[src/rtl/avalon_pwm_slave_if.sv]
// Avalon-MM bus bundle between a simple master and the PWM slave.
// Latency: none, wires only.
// Backpressure: the slave drives avs_waitrequest and the master holds its request until it falls.
interface avalon_pwm_slave_if;
  logic [7:0]  avs_address;
  logic        avs_read;
  logic        avs_write;
  logic [31:0] avs_writedata;
  logic [31:0] avs_readdata;
  logic        avs_waitrequest;

  modport master (
    output avs_address, avs_read, avs_write, avs_writedata,
    input  avs_readdata, avs_waitrequest
  );

  modport slave (
    input  avs_address, avs_read, avs_write, avs_writedata,
    output avs_readdata, avs_waitrequest
  );
endinterface

[src/rtl/avalon_pwm_slave.sv]
// Avalon-MM slave register file driving a bank of double-buffered PWM channels sharing one counter.
// Latency: each bus transfer takes 2 cycles (accept, ack); pwm_out lags the counter by 1 cycle.
// Backpressure: waitrequest is high only in the accept cycle of a request, low in the ack cycle.
module avalon_pwm_slave #(
  parameter int CNT_W  = 16,
  parameter int NUM_CH = 8
) (
  input  logic              clk_clk,
  input  logic              reset_reset_n,
  avalon_pwm_slave_if.slave avs,
  output logic [NUM_CH-1:0] pwm_out
);
  // Captured write data must hold CTRL's two bits even for very narrow counters.
  localparam int DW = (CNT_W > 2) ? CNT_W : 2;

  localparam logic [0:0] ST_IDLE = 1'b0;
  localparam logic [0:0] ST_ACK  = 1'b1;

  logic [0:0]       state_q, state_d;
  logic [7:0]       addr_q, addr_d;
  logic [DW-1:0]    wdat_q, wdat_d;
  logic             is_wr_q, is_wr_d;
  logic [31:0]      rdata_q, rdata_d;
  logic [1:0]       ctrl_q, ctrl_d;
  logic [CNT_W-1:0] period_sh_q, period_sh_d;
  logic [CNT_W-1:0] period_act_q, period_act_d;
  logic [CNT_W-1:0] duty_sh_q  [NUM_CH];
  logic [CNT_W-1:0] duty_sh_d  [NUM_CH];
  logic [CNT_W-1:0] duty_act_q [NUM_CH];
  logic [CNT_W-1:0] duty_act_d [NUM_CH];
  logic [CNT_W-1:0] cnt_q, cnt_d;
  logic [NUM_CH-1:0] pwm_q, pwm_d;
  logic [NUM_CH-1:0] raw;
  logic [31:0]      rd_mux;
  logic             req;
  logic             wrap;
  logic             load_act;

  assign req                 = avs.avs_read | avs.avs_write;
  assign avs.avs_waitrequest = (state_q == ST_IDLE) & req;
  assign avs.avs_readdata    = rdata_q;
  assign pwm_out             = pwm_q;

  // Read decode of the live request address; shadows are returned, not active copies.
  always_comb begin
    rd_mux = '0;
    if (avs.avs_address == 8'h00)      rd_mux = 32'(ctrl_q);
    else if (avs.avs_address == 8'h01) rd_mux = 32'(period_sh_q);
    else if (avs.avs_address == 8'h0A) rd_mux = 32'(cnt_q);
    else if (avs.avs_address == 8'h0B) rd_mux = 32'(pwm_q);
    for (int i = 0; i < NUM_CH; i++) begin
      if (avs.avs_address == 8'(i + 2)) rd_mux = 32'(duty_sh_q[i]);
    end
  end

  // Bus FSM: capture in IDLE, commit writes at the end of ACK.
  always_comb begin
    state_d     = state_q;
    addr_d      = addr_q;
    wdat_d      = wdat_q;
    is_wr_d     = is_wr_q;
    rdata_d     = rdata_q;
    ctrl_d      = ctrl_q;
    period_sh_d = period_sh_q;
    duty_sh_d   = duty_sh_q;
    if (state_q == ST_IDLE) begin
      if (req) begin
        addr_d  = avs.avs_address;
        wdat_d  = avs.avs_writedata[DW-1:0];
        is_wr_d = avs.avs_write;
        // A write wins over a simultaneous read and returns zero data.
        rdata_d = avs.avs_write ? 32'h0 : rd_mux;
        state_d = ST_ACK;
      end
    end else begin
      state_d = ST_IDLE;
      if (is_wr_q) begin
        if (addr_q == 8'h00) ctrl_d = wdat_q[1:0];
        if (addr_q == 8'h01) period_sh_d = wdat_q[CNT_W-1:0];
        for (int i = 0; i < NUM_CH; i++) begin
          if (addr_q == 8'(i + 2)) duty_sh_d[i] = wdat_q[CNT_W-1:0];
        end
      end
    end
  end

  // Counter, active-copy reload at wrap or enable rise, and registered polarity-adjusted outputs.
  always_comb begin
    wrap         = (cnt_q >= period_act_q);
    load_act     = (ctrl_q[0] & wrap) | (~ctrl_q[0] & ctrl_d[0]);
    period_act_d = load_act ? period_sh_q : period_act_q;
    duty_act_d   = duty_act_q;
    raw          = '0;
    for (int i = 0; i < NUM_CH; i++) begin
      if (load_act) duty_act_d[i] = duty_sh_q[i];
      raw[i] = ctrl_q[0] & (cnt_q < duty_act_q[i]);
    end
    // Counting only continues while enabled now and next cycle, so a disable zeroes it at once.
    cnt_d = (ctrl_q[0] & ctrl_d[0]) ? (wrap ? '0 : cnt_q + 1'b1) : '0;
    pwm_d = raw ^ {NUM_CH{ctrl_q[1]}};
  end

  // State registers, all cleared asynchronously so an in-flight write is dropped.
  always_ff @(posedge clk_clk or negedge reset_reset_n) begin
    if (!reset_reset_n) begin
      state_q      <= ST_IDLE;
      addr_q       <= '0;
      wdat_q       <= '0;
      is_wr_q      <= 1'b0;
      rdata_q      <= '0;
      ctrl_q       <= '0;
      period_sh_q  <= '0;
      period_act_q <= '0;
      cnt_q        <= '0;
      pwm_q        <= '0;
      for (int i = 0; i < NUM_CH; i++) begin
        duty_sh_q[i]  <= '0;
        duty_act_q[i] <= '0;
      end
    end else begin
      state_q      <= state_d;
      addr_q       <= addr_d;
      wdat_q       <= wdat_d;
      is_wr_q      <= is_wr_d;
      rdata_q      <= rdata_d;
      ctrl_q       <= ctrl_d;
      period_sh_q  <= period_sh_d;
      period_act_q <= period_act_d;
      cnt_q        <= cnt_d;
      pwm_q        <= pwm_d;
      for (int i = 0; i < NUM_CH; i++) begin
        duty_sh_q[i]  <= duty_sh_d[i];
        duty_act_q[i] <= duty_act_d[i];
      end
    end
  end
endmodule

[src/flat_wrapper.sv]
// flat-port wrapper written by rule: the top's interface ports become plain ports
module avalon_pwm_slave_flat 
#(
  parameter int CNT_W  = 16,
  parameter int NUM_CH = 8
)
  (clk_clk, reset_reset_n, pwm_out, avs_avs_address, avs_avs_read, avs_avs_write, avs_avs_writedata, avs_avs_readdata, avs_avs_waitrequest);
  avalon_pwm_slave_if avs_i ();
  input  logic clk_clk;
  input  logic reset_reset_n;
  output logic [NUM_CH-1:0] pwm_out;
  input wire logic [$bits(avs_i.avs_address)-1:0] avs_avs_address;
  input wire logic [$bits(avs_i.avs_read)-1:0] avs_avs_read;
  input wire logic [$bits(avs_i.avs_write)-1:0] avs_avs_write;
  input wire logic [$bits(avs_i.avs_writedata)-1:0] avs_avs_writedata;
  output wire logic [$bits(avs_i.avs_readdata)-1:0] avs_avs_readdata;
  output wire logic [$bits(avs_i.avs_waitrequest)-1:0] avs_avs_waitrequest;
  assign avs_i.avs_address = avs_avs_address;
  assign avs_i.avs_read = avs_avs_read;
  assign avs_i.avs_write = avs_avs_write;
  assign avs_i.avs_writedata = avs_avs_writedata;
  assign avs_avs_readdata = avs_i.avs_readdata;
  assign avs_avs_waitrequest = avs_i.avs_waitrequest;
  avalon_pwm_slave #(.CNT_W(CNT_W), .NUM_CH(NUM_CH)) u_core (.clk_clk(clk_clk), .reset_reset_n(reset_reset_n), .avs(avs_i), .pwm_out(pwm_out));
endmodule
[config.mk]
export PLATFORM = sky130hd
export DESIGN_NAME = avalon_pwm_slave_flat
export DESIGN_NICKNAME = d
export VERILOG_FILES = /design/src/rtl/avalon_pwm_slave_if.sv /design/src/rtl/avalon_pwm_slave.sv /design/src/flat_wrapper.sv
export SDC_FILE = /design/constraint.sdc
export NUM_CORES = 1
export LEC_CHECK = 0
export CORE_ASPECT_RATIO = 0.75
export CORE_UTILIZATION = 45
export CTS_CLUSTER_DIAMETER = 40
export CTS_CLUSTER_SIZE = 40
export DETAILED_ROUTE_END_ITERATION = 8
export SYNTH_ARGS = -nofsm -noshare
export SYNTH_HDL_FRONTEND = slang
export SYNTH_SLANG_ARGS = --single-unit
[constraint.sdc]
create_clock -name clk_clk -period 6.7 [get_ports clk_clk]
set_input_delay 1.675 -clock clk_clk [delete_from_list [all_inputs] [get_ports clk_clk]]
set_output_delay 1.675 -clock clk_clk [all_outputs]
set_load 0.005 [all_outputs]
==> key figures <==
Routing
  – WL per Instance: 24.6 um
  – Overall routed net length: 74,500 um
  – Antenna Nets Post-Route: 0
  – TritonRoute pass-1 iters: 7
  – Via-per-instance ratio: between 6 and 7
  – DRC: 0
  – Via Count: 19,000
  – First DRT Iteration DRCs: 1,851

Logic synthesis
  – Post-synth EDFFs: 0
  – Post-Syn Area: 22,400 um^2
  – FF+latch count, synth: 356
  – Top-count cell post-synth: nand2_1
  – Post-synth top cells: 424 x nand2_1, 356 x dfrtp_1, 215 x o211ai_1
  – Ys flop type: dfrtp_1
  – Yosys top cell area share: 39.7%
  – Dominant cell type by area after synthesis: dfrtp_1
  – Ranking of synthesized cells by area: dfrtp_1 40%, mux2_2 8.0%, ha_1 7.6%
  – YS warnings: 0
  – Syn_area_per_cell: 9.33 um^2
  – Cell count after synthesis: between 2,000 and 2,500
  – FFs w/ async S/R, synth: 100%
  – Yosys cell types: 74
  – Post-synthesis sequential area ratio: approximately two fifths

Die
  – Core area: 49,000 um^2
  – Die height: 195 um
  – Die width: around 260 um
  – Site Rows: 70
  – Total die area: just over 50,000 um^2
  – Initial Util: a little under half
  – IO Pins: 85

Clock tree
  – Total CTS buffers: 51
  – Setup bufs post-CTS: 0
  – Clock Pin Slew Worst Setup and Hold Paths: approximately 0.060 ns
  – H-tree depth: 2
  – CTS root buf: clkbuf_16
  – Cts repair resizes: 0
  – Clk buf depth: 3
  – Hold_buf cts: 0
  – Worst skew pair latency: just over 0.6 ns
  – CTS tree: done
  – CTS sink count: 356

Cells and area
  – Storage element area: slightly below 9000 um^2
  – Fillers: 4,410
  – Layout area overhead: 11.6%
  – Post-Layout Cell Count: 3,033
  – ANT cells: 0
  – Final nets: 2,523
  – Multi-input logic area: 12,100 um^2
  – Share of layout cells above drive strength 1: 17.2%

Global routing
  – Aggregate global-route resource usage: ~30%
  – Vias in the first global route: 18,200
  – Initial antenna violation count: 0
  – Grt total ovfl: 0
  – First-pass GRT wire length: approximately 110,000 um
  – Largest net degree at the start of global routing: approximately 180

Critical path
  – Reg2reg path depth: 7
  – Crit. End Element: register
  – Critical Path RT: 7.13 ns
  – Worst r2r dst: u_core.duty_act_q[54]$_DFFE_PN0P_
  – Crit path max fanout: 65
  – FF-to-FF Start: u_core.cnt_q[5]$_DFF_PN0_
  – Crit path kind: reg -> reg
  – R2R setup slack: 1.95 ns
  – Critical Path Source: u_core.cnt_q[5]$_DFF_PN0_
  – Worst EP arrival: 5.18 ns
  – Worst setup SP type: register

Timing
  – Slew @ Worst Pin: roughly 1.3 ns
  – Hold WS: 0.495 ns
  – Max Fclk: 0.211 GHz
  – Final Slew Violations: 0
  – Crit share post-route: between 70% and 80%
  – Clock Skew: between 0.03 and 0.04 ns
  – RSZ-0062 raised after global routing: no
  – Tmin final: 4.75 ns
  – Endpoints failing setup: 0
  – Setup TNS: 0 ns
  – Final Hold Vio Count: 0
  – Slew margin rel.: 11.0%

Worst hold path
  – Worst hold stages: 2
  – HP Class: reg -> reg
  – Hold Crit Start: u_core.period_act_q[11]$_DFFE_PN0P_
  – Min-Delay Endpoint: u_core.period_act_q[11]$_DFFE_PN0P_

Placement
  – Post-DP HPWL: 47,700 um
  – GP Congestion: 0.925
  – Placed cells: 2,937
  – IO Port Bufs: 52

Power and ir drop
  – Leakage power: 11.1 nW
  – P per Cell Area: 380 nW/um^2
  – Peak supply drop: 0.975 mV

Outcome
  – Outcome: finished, final reports clean

Flow run
  – # Max-Cap Violations: 0
[per-layer routing]
layer / GRT usage, % / wire length, um
met5: 0 / 0
met4: 9.80 / 2230
met3: 6.68 / 6800
met2: 41.3 / 30800
met1: 44.7 / 34700
[critical path: stages (launching register included)]
cell and delay (ns):
dfrtp_1 0.99, ha_1 0.40, and4_1 0.20, a2111oi_0 0.49, o21a_4 0.84, o211a_4 0.88, buf_12 0.46, o311ai_0 0.23
[area by class of cell]
class,count,share of cell area (%)
Multi-Input combinational cell,1694,48.1
Sequential cell,356,35.6
Clock buffer,59,5.58
Timing Repair Buffer,88,3.29
Tap cell,648,3.24
Inverter,151,2.26
Clock inverter,37,1.96
[placed cells by master (no fill, tap or decap), types with 14 or more instances in the layout]
master	synthesis	layout
a21o_1	19	18
a21oi_1	54	53
a31oi_1	16	16
and3_1	14	14
buf_4	29	33
clkbuf_16	0	52
clkdlybuf4s50_1	0	49
conb_1	1	16
dfrtp_1	356	356
ha_1	137	137
inv_1	151	151
mux2_2	159	159
mux2i_1	22	22
nand2_1	424	423
nand2b_1	19	18
nand3_1	28	28
nor2_1	57	57
nor3_1	160	160
o211ai_1	215	215
o211ai_2	90	90
o21ai_0	48	48
o22ai_1	15	15
[worst max-delay path by stage]
| stage | to | slack (ns) | depth (start not counted) |
|---|---|---|---|
| floorplan | avs_avs_waitrequest | 2.55 | 4 |
| global placement | avs_avs_waitrequest | 1.98 | 4 |
| detailed placement | u_core.avs.avs_readdata[13]$_DFFE_PN0P_ | 1.91 | 7 |
| CTS | avs_avs_waitrequest | 1.96 | 4 |
| global route | u_core.duty_act_q[54]$_DFFE_PN0P_ | 1.69 | 7 |
| finish | u_core.duty_act_q[54]$_DFFE_PN0P_ | 1.95 | 7 |
[through the flow]
stage | util [%] | worst slack [ns] | instance area [um^2] | power, W
after floorplan | - | 2.55 | 22500 | 0.00528
after global placement | 47.3 | 1.98 | 23200 | 0.00642
after detailed placement | 47.3 | 1.91 | 23200 | 0.00652
after CTS | 51.2 | 1.96 | 25100 | 0.00949
after global routing | 51.2 | 1.69 | 25100 | 0.00995
final | 51.2 | 1.95 | 25100 | 0.00953
[kinds of logic after synthesis]
| family | after synthesis | share of synthesized area [%] |
|---|---|---|
| compound gates | 568 | 20.3 |
| xor+xnor | 14 | 0.546 |
| mux | 181 | 8.96 |
| flops | 356 | 39.7 |
| simple gates | 778 | 15.7 |
| other cells | 1 | 0.0167 |
| fa+ha+maj | 137 | 7.64 |
| buf+inv | 370 | 7.17 |
[sequential cells by signal, indices dropped and copies added (netlist names), 2 cells and up]
signal                   count
u_core.duty_sh_q           128
u_core.wdat_q               16
u_core.period_sh_q          16
u_core.addr_q                8
u_core.period_act_q         16
u_core.ctrl_q                2
u_core.duty_act_q          128
u_core.cnt_q                16
u_core.avs.avs_readdata     16
u_core.pwm_out               8
[power by group]
group          internal (W)  switching, W  total [W]  leakage, nW
Clock               0.00183       0.00114    0.00297        0.908
Sequential          0.00254      0.000394    0.00294         4.89
Combinational      0.000868       0.00276    0.00362         5.30
Power figures use the tool's default switching activity.
